File: src/rtl/nsa_pkg.sv
// Shared types and constants for the nibble-serial adder/subtractor.
package nsa_pkg;

   localparam int NIBBLE_W = 4;

   typedef enum logic [1:0] {
      IDLE = 2'd0,
      RUN  = 2'd1,
      DONE = 2'd2
   } nsa_state_t;

endpackage

File: src/rtl/fa_4b.sv
// 4-bit full adder: the single arithmetic element reused nibble by nibble.
module fa_4b (
   input  logic [3:0] a,
   input  logic [3:0] b,
   input  logic       c_in,
   output logic [3:0] s,
   output logic       c_out
);

   logic [4:0] w_total;

   assign w_total = {1'b0, a} + {1'b0, b} + {4'b0000, c_in};
   assign s       = w_total[3:0];
   assign c_out   = w_total[4];

endmodule

File: src/rtl/nibble_serial_adder.sv
// WIDTH-bit add/subtract done one nibble per cycle through one fa_4b,
// with valid/ready handshakes on both the operand and the result side.
module nibble_serial_adder
   import nsa_pkg::*;
#(
   parameter int WIDTH = 16
) (
   input  logic             clk,
   input  logic             rst_n,
   input  logic             in_valid,
   output logic             in_ready,
   input  logic [WIDTH-1:0] a,
   input  logic [WIDTH-1:0] b,
   input  logic             c_in,
   input  logic             sub,
   output logic             out_valid,
   input  logic             out_ready,
   output logic [WIDTH-1:0] sum,
   output logic             c_out,
   output logic             ovf
);

   localparam int NIB   = WIDTH / NIBBLE_W;
   localparam int CNT_W = (NIB > 1) ? $clog2(NIB) : 1;

   nsa_state_t       r_state;
   nsa_state_t       w_state_next;
   logic [WIDTH-1:0] r_a_sh;
   logic [WIDTH-1:0] r_b_sh;
   logic [WIDTH-1:0] r_res;
   logic             r_carry;
   logic [CNT_W-1:0] r_cnt;
   logic             r_a_msb;
   logic             r_bmsb;
   logic [WIDTH-1:0] r_sum;
   logic             r_cout;
   logic             r_ovf;

   logic [3:0]       w_fa_s;
   logic             w_fa_cout;
   logic [WIDTH-1:0] w_res_next;
   logic             w_load;
   logic             w_last;

   fa_4b u_fa (
      .a     (r_a_sh[3:0]),
      .b     (r_b_sh[3:0]),
      .c_in  (r_carry),
      .s     (w_fa_s),
      .c_out (w_fa_cout)
   );

   // The fresh nibble enters at the top; after NIB shifts the LS nibble sits at bit 0.
   generate
      if (WIDTH == NIBBLE_W) begin : g_single
         assign w_res_next = w_fa_s;
      end else begin : g_multi
         assign w_res_next = {w_fa_s, r_res[WIDTH-1:NIBBLE_W]};
      end
   endgenerate

   assign w_load = in_valid & in_ready;
   assign w_last = (r_state == RUN) && (r_cnt == CNT_W'(NIB - 1));

   always_comb begin
      w_state_next = r_state;
      in_ready     = 1'b0;
      out_valid    = 1'b0;
      case (r_state)
         IDLE: begin
            in_ready = 1'b1;
            if (in_valid) w_state_next = RUN;
         end
         RUN: begin
            if (w_last) w_state_next = DONE;
         end
         DONE: begin
            out_valid = 1'b1;
            if (out_ready) w_state_next = IDLE;
         end
         default: w_state_next = IDLE;
      endcase
   end

   always_ff @(posedge clk or negedge rst_n) begin
      if (!rst_n) begin
         r_state <= IDLE;
      end else begin
         r_state <= w_state_next;
      end
   end

   // Visible results are latched only on the final RUN edge so they hold steady outside DONE.
   always_ff @(posedge clk or negedge rst_n) begin
      if (!rst_n) begin
         r_a_sh  <= '0;
         r_b_sh  <= '0;
         r_res   <= '0;
         r_carry <= 1'b0;
         r_cnt   <= '0;
         r_a_msb <= 1'b0;
         r_bmsb  <= 1'b0;
         r_sum   <= '0;
         r_cout  <= 1'b0;
         r_ovf   <= 1'b0;
      end else if (w_load) begin
         r_a_sh  <= a;
         r_b_sh  <= sub ? ~b : b;
         r_carry <= sub ? ~c_in : c_in;
         r_a_msb <= a[WIDTH-1];
         r_bmsb  <= sub ? ~b[WIDTH-1] : b[WIDTH-1];
         r_cnt   <= '0;
      end else if (r_state == RUN) begin
         r_a_sh  <= r_a_sh >> NIBBLE_W;
         r_b_sh  <= r_b_sh >> NIBBLE_W;
         r_res   <= w_res_next;
         r_carry <= w_fa_cout;
         r_cnt   <= r_cnt + 1'b1;
         if (w_last) begin
            r_sum  <= w_res_next;
            r_cout <= w_fa_cout;
            r_ovf  <= (r_a_msb == r_bmsb) && (w_res_next[WIDTH-1] != r_a_msb);
         end
      end
   end

   assign sum   = r_sum;
   assign c_out = r_cout;
   assign ovf   = r_ovf;

endmodule

File: config.mk
export PLATFORM = sky130hd
export DESIGN_NAME = nibble_serial_adder
export DESIGN_NICKNAME = d
export VERILOG_FILES = /design/src/rtl/nsa_pkg.sv /design/src/rtl/fa_4b.sv /design/src/rtl/nibble_serial_adder.sv
export SDC_FILE = /design/constraint.sdc
export NUM_CORES = 1
export LEC_CHECK = 0
export CORE_MARGIN = 1.5
export CORE_UTILIZATION = 35
export CTS_BUF_LIST = sky130_fd_sc_hd__clkbuf_16
export DETAILED_ROUTE_END_ITERATION = 8
export PLACE_DENSITY_LB_ADDON = 0.2
export SETUP_SLACK_MARGIN = 0.02
export SLEW_MARGIN = 25
export SYNTH_ARGS = -nofsm -noshare
export SYNTH_HDL_FRONTEND = slang
export SYNTH_SLANG_ARGS = --single-unit
export TNS_END_PERCENT = 30
File: constraint.sdc
create_clock -name clk -period 1.6 [get_ports clk]
set_clock_uncertainty 0.05 [all_clocks]
set_input_delay 0.32 -clock clk [delete_from_list [all_inputs] [get_ports clk]]
set_output_delay 0.32 -clock clk [all_outputs]
set_load 0.02 [all_outputs]
==> flow_metrics.tcl <==
set metrics [dict create \
    rr_endpoint "r_carry" \
    antenna_found_initial 0 \
    syn_avg_cell_area_um2 10.9 \
    clk_pin_slew_worst_paths_ns 0.05 \
    yosys.cell_types.count 30 \
    nets 402 \
    fin_cells 471 \
    syn_area_um2 3090 \
    post_drt_wl_per_cell_um 12.9 \
    cts-root-buf "clkbuf_16" \
    ff2ff_setup_slack_ns -0.08 \
    num_antenna_cells 0 \
    syn-num-nets 327 \
    rsz0062_at_grt "true" \
    grt_use_met3 0.0354 \
    layout-drive-gt1-share 0.182 \
    path_max_fanout 2 \
    synth_top_family_by_area "simple AND/OR/NAND/NOR gates" \
    period_share 1.05 \
    synthSimpleGateAreaFrac 0.146 \
    routed_wl_mm 6.07 \
    worst_pin_slew_ns 0.379 \
    first_pass_iters 4 \
    powerDensity_nw_per_um2 2110 \
    grt_overflow_total 0 \
    crit_required_ns 1.75 \
    dieWidth_um 96.9 \
    syn_inst 283 \
    setup_ws_ns -0.0754 \
    place_hpwl_mm 4.22 \
    vias 2198 \
    slew_headroom 0.747 \
    yosys.area_share.xor_xnor 0.0539 \
    r2r-start "r_b_sh[0]" \
    crit_family "adder cells" \
    status "finished with violations" \
    ys_seq_elements 69 \
    grt_use_met1 0.189 \
    cp_common_cell "fa_2" \
    grt_pass1_wl_mm 10.4 \
    clk_latency_ns 0.32 \
    initial_core_util 0.357 \
    synth_edf_count 0 \
    synthFlopType "dfrtp_1" \
    dp_cells 452 \
    final_cell_mix "nand2_1 (76), dfrtp_1 (69), clkdlybuf4s50_1 (36), buf_4 (19), dlygate4sd2_1 (18)" \
    power_mw 8.99 \
    dieArea_um2 9390 \
    min_from "sum[15]" \
    ir_worst_vdd_v 0.000825 \
    cpPeakStageDelay_ns 0.41 \
    rows 34 \
    tritoncts "done" \
    drv_cap 0 \
    worst_path_max_delay_cell "dfrtp_1" \
    synth-adder-area-share 0.0292 \
    die_h_um 96.9 \
    ant_nets 0 \
    cts_sinks 69 \
    yosys_warnings 0 \
    hp-class "flop to flop" \
    cts_inserted_buffers 9 \
    grtUsageMet2 0.209 \
    layout_commonest_cell "nand2_1" \
    cp-start-kind "flop" \
    final_hold_viol_count 0 \
    ys_seq_area_frac 0.560 \
    core_um2 8640 \
    drcViolationCount 0 \
    crit_buf_inv 2 \
    htreeDepth 3 \
    rr_worst_depth 7 \
    p_leak_nw 2.05 \
    viasPerCell 4.67 \
    fmax_mhz 597 \
    syn_to_final_growth_pct 38.0 \
    crit_chain "fa_2, inv_2, fa_2, inv_1, a21o_1, a21oi_2, o21ai_1" \
    crit_path_end_kind "flop" \
    drtIter0Drc 76 \
    crit_type "flop to flop" \
    slew_viol_final 0 \
    synth-compound-area-share 0.116 \
    period_minus_slack_ns 1.68 \
    hold_path_depth 2 \
    async_flop_share 1.00 \
    grt_pass1_vias 2127 \
    nFillCells 817 \
    portBuffers 57 \
    grt_max_degree 70 \
    gp_congestion 0.724 \
    hold-path-endpoint "sum[15]" \
    cp.arrival_ns 1.82 \
    ios 58 \
    synth_mux_area_frac 0.0596 \
    top_usage_layer "met2" \
    grt_usage 0.136 \
    violations "setup timing" \
    setup_viol_count_final 7 \
    ctsLongestPathBuffers 2 \
]
==> repair_timing <==
item                                   in CTS  in global routing
pin swaps                                   7                  9
setup buffers                               2                  0
setup endpoints to repair                  43                 24
hold buffers                                1                  0
cloned                                      0                  0
resized for setup                          35                  3
endpoints found under the hold margin      69                  0
==> area by class of cell <==
type                       instances  area (um2)  area share
sequential                        69        1730       0.406
multi-input combinational        192        1290       0.303
timing repair buffer              81         772       0.181
clock buffer                       9         225      0.0529
tap                              108         135      0.0317
clock inverter                     7        90.1      0.0212
inverter                           5        18.8     0.00441
==> worst max-delay path by stage <==
stage | startpoint | endpoint | slack [ns] | cells after the start
6_report | r_b_sh[0] | r_carry | -0.08 | 7
3_5_place_dp | in_valid | r_cnt[0] | -0.33 | 6
3_3_place_gp | in_valid | r_cnt[0] | -0.32 | 6
4_1_cts | r_carry | c_out | -0.10 | 7
2_1_floorplan | r_a_sh[0] | r_carry | 0.003 | 7
5_1_grt | r_b_sh[0] | r_carry | -0.14 | 7
==> per-layer routing <==
| layer | up-vias | share of wire | wire, um |
|---|---|---|---|
| met5 | - | 0 | 0 |
| met4 | 0 | 0.0084 | 51 |
| met3 | 4 | 0.046 | 278 |
| met2 | 62 | 0.45 | 2760 |
| met1 | 1022 | 0.49 | 2990 |
| li1 | 1110 | - | - |
==> metrics by stage <==
stage               cell area [um2]  worst slack (ns)  setup TNS [ns]  hold WS, ns   util
floorplan                      3100           0.00274               0      -0.0256      -
global placement               3900            -0.321           -7.28        0.323  0.452
detailed placement             3900            -0.333           -7.90        0.321  0.452
CTS                            4240            -0.101          -0.383        0.429  0.491
finish                         4260           -0.0754          -0.317        0.421  0.493
global route                   4260            -0.144          -0.919        0.447  0.493
==> worst reg2reg max path, delay by kind of cell (launching register included) <==
family / cells / cell delay, ns
adders and majority gates: 2 / 0.60
buffers and inverters: 2 / 0.10
DFF: 1 / 0.41
AOI/OAI and AO/OA: 3 / 0.40
==> flip-flops by register name (all words and copies together), names as in the netlist <==
signal,cells
r_cnt,2
c_out,1
r_bmsb,1
ovf,1
r_a_msb,1
r_carry,1
r_res,12
r_b_sh,16
r_state,2
r_a_sh,16
sum,16
==> cell usage after synthesis (2+ instances only) <==
cell type  count  area, um2
inv_1          5       18.8
a21o_1         2       15.0
nand3_1        5       25.0
o21ai_0       19       95.1
nand2b_1       2       12.5
fa_1           2       40.0
xor2_1         4       35.0
nor2_1        13       48.8
nand2_1       76        285
a21oi_1        2       10.0
a221o_1       13        130
clkbuf_1       4       15.0
xnor2_1       15        131
buf_6          2       22.5
ha_1           4       50.1
mux2_4        10        150
buf_2         11       55.1
dfrtp_1       69       1730
a22oi_1       12       90.1
mux2_2         3       33.8
==> report_power, final <==
| group | switching, mW | leakage, nW | internal [mW] |
|---|---|---|---|
| registers | 0.504 | 0.874 | 2.57 |
| clock network | 0.702 | 0.151 | 1.35 |
| logic | 2.01 | 1.03 | 1.85 |
| total | 3.21 | 2.05 | 5.77 |
==> kinds of logic after synthesis <==
logic type | count (synthesis)
flops | 69
mux | 13
xor+xnor | 19
buf+inv | 22
compound gates | 50
fa+ha+maj | 6
simple gates | 104
Note: power is estimated with default switching activity, not from simulation.
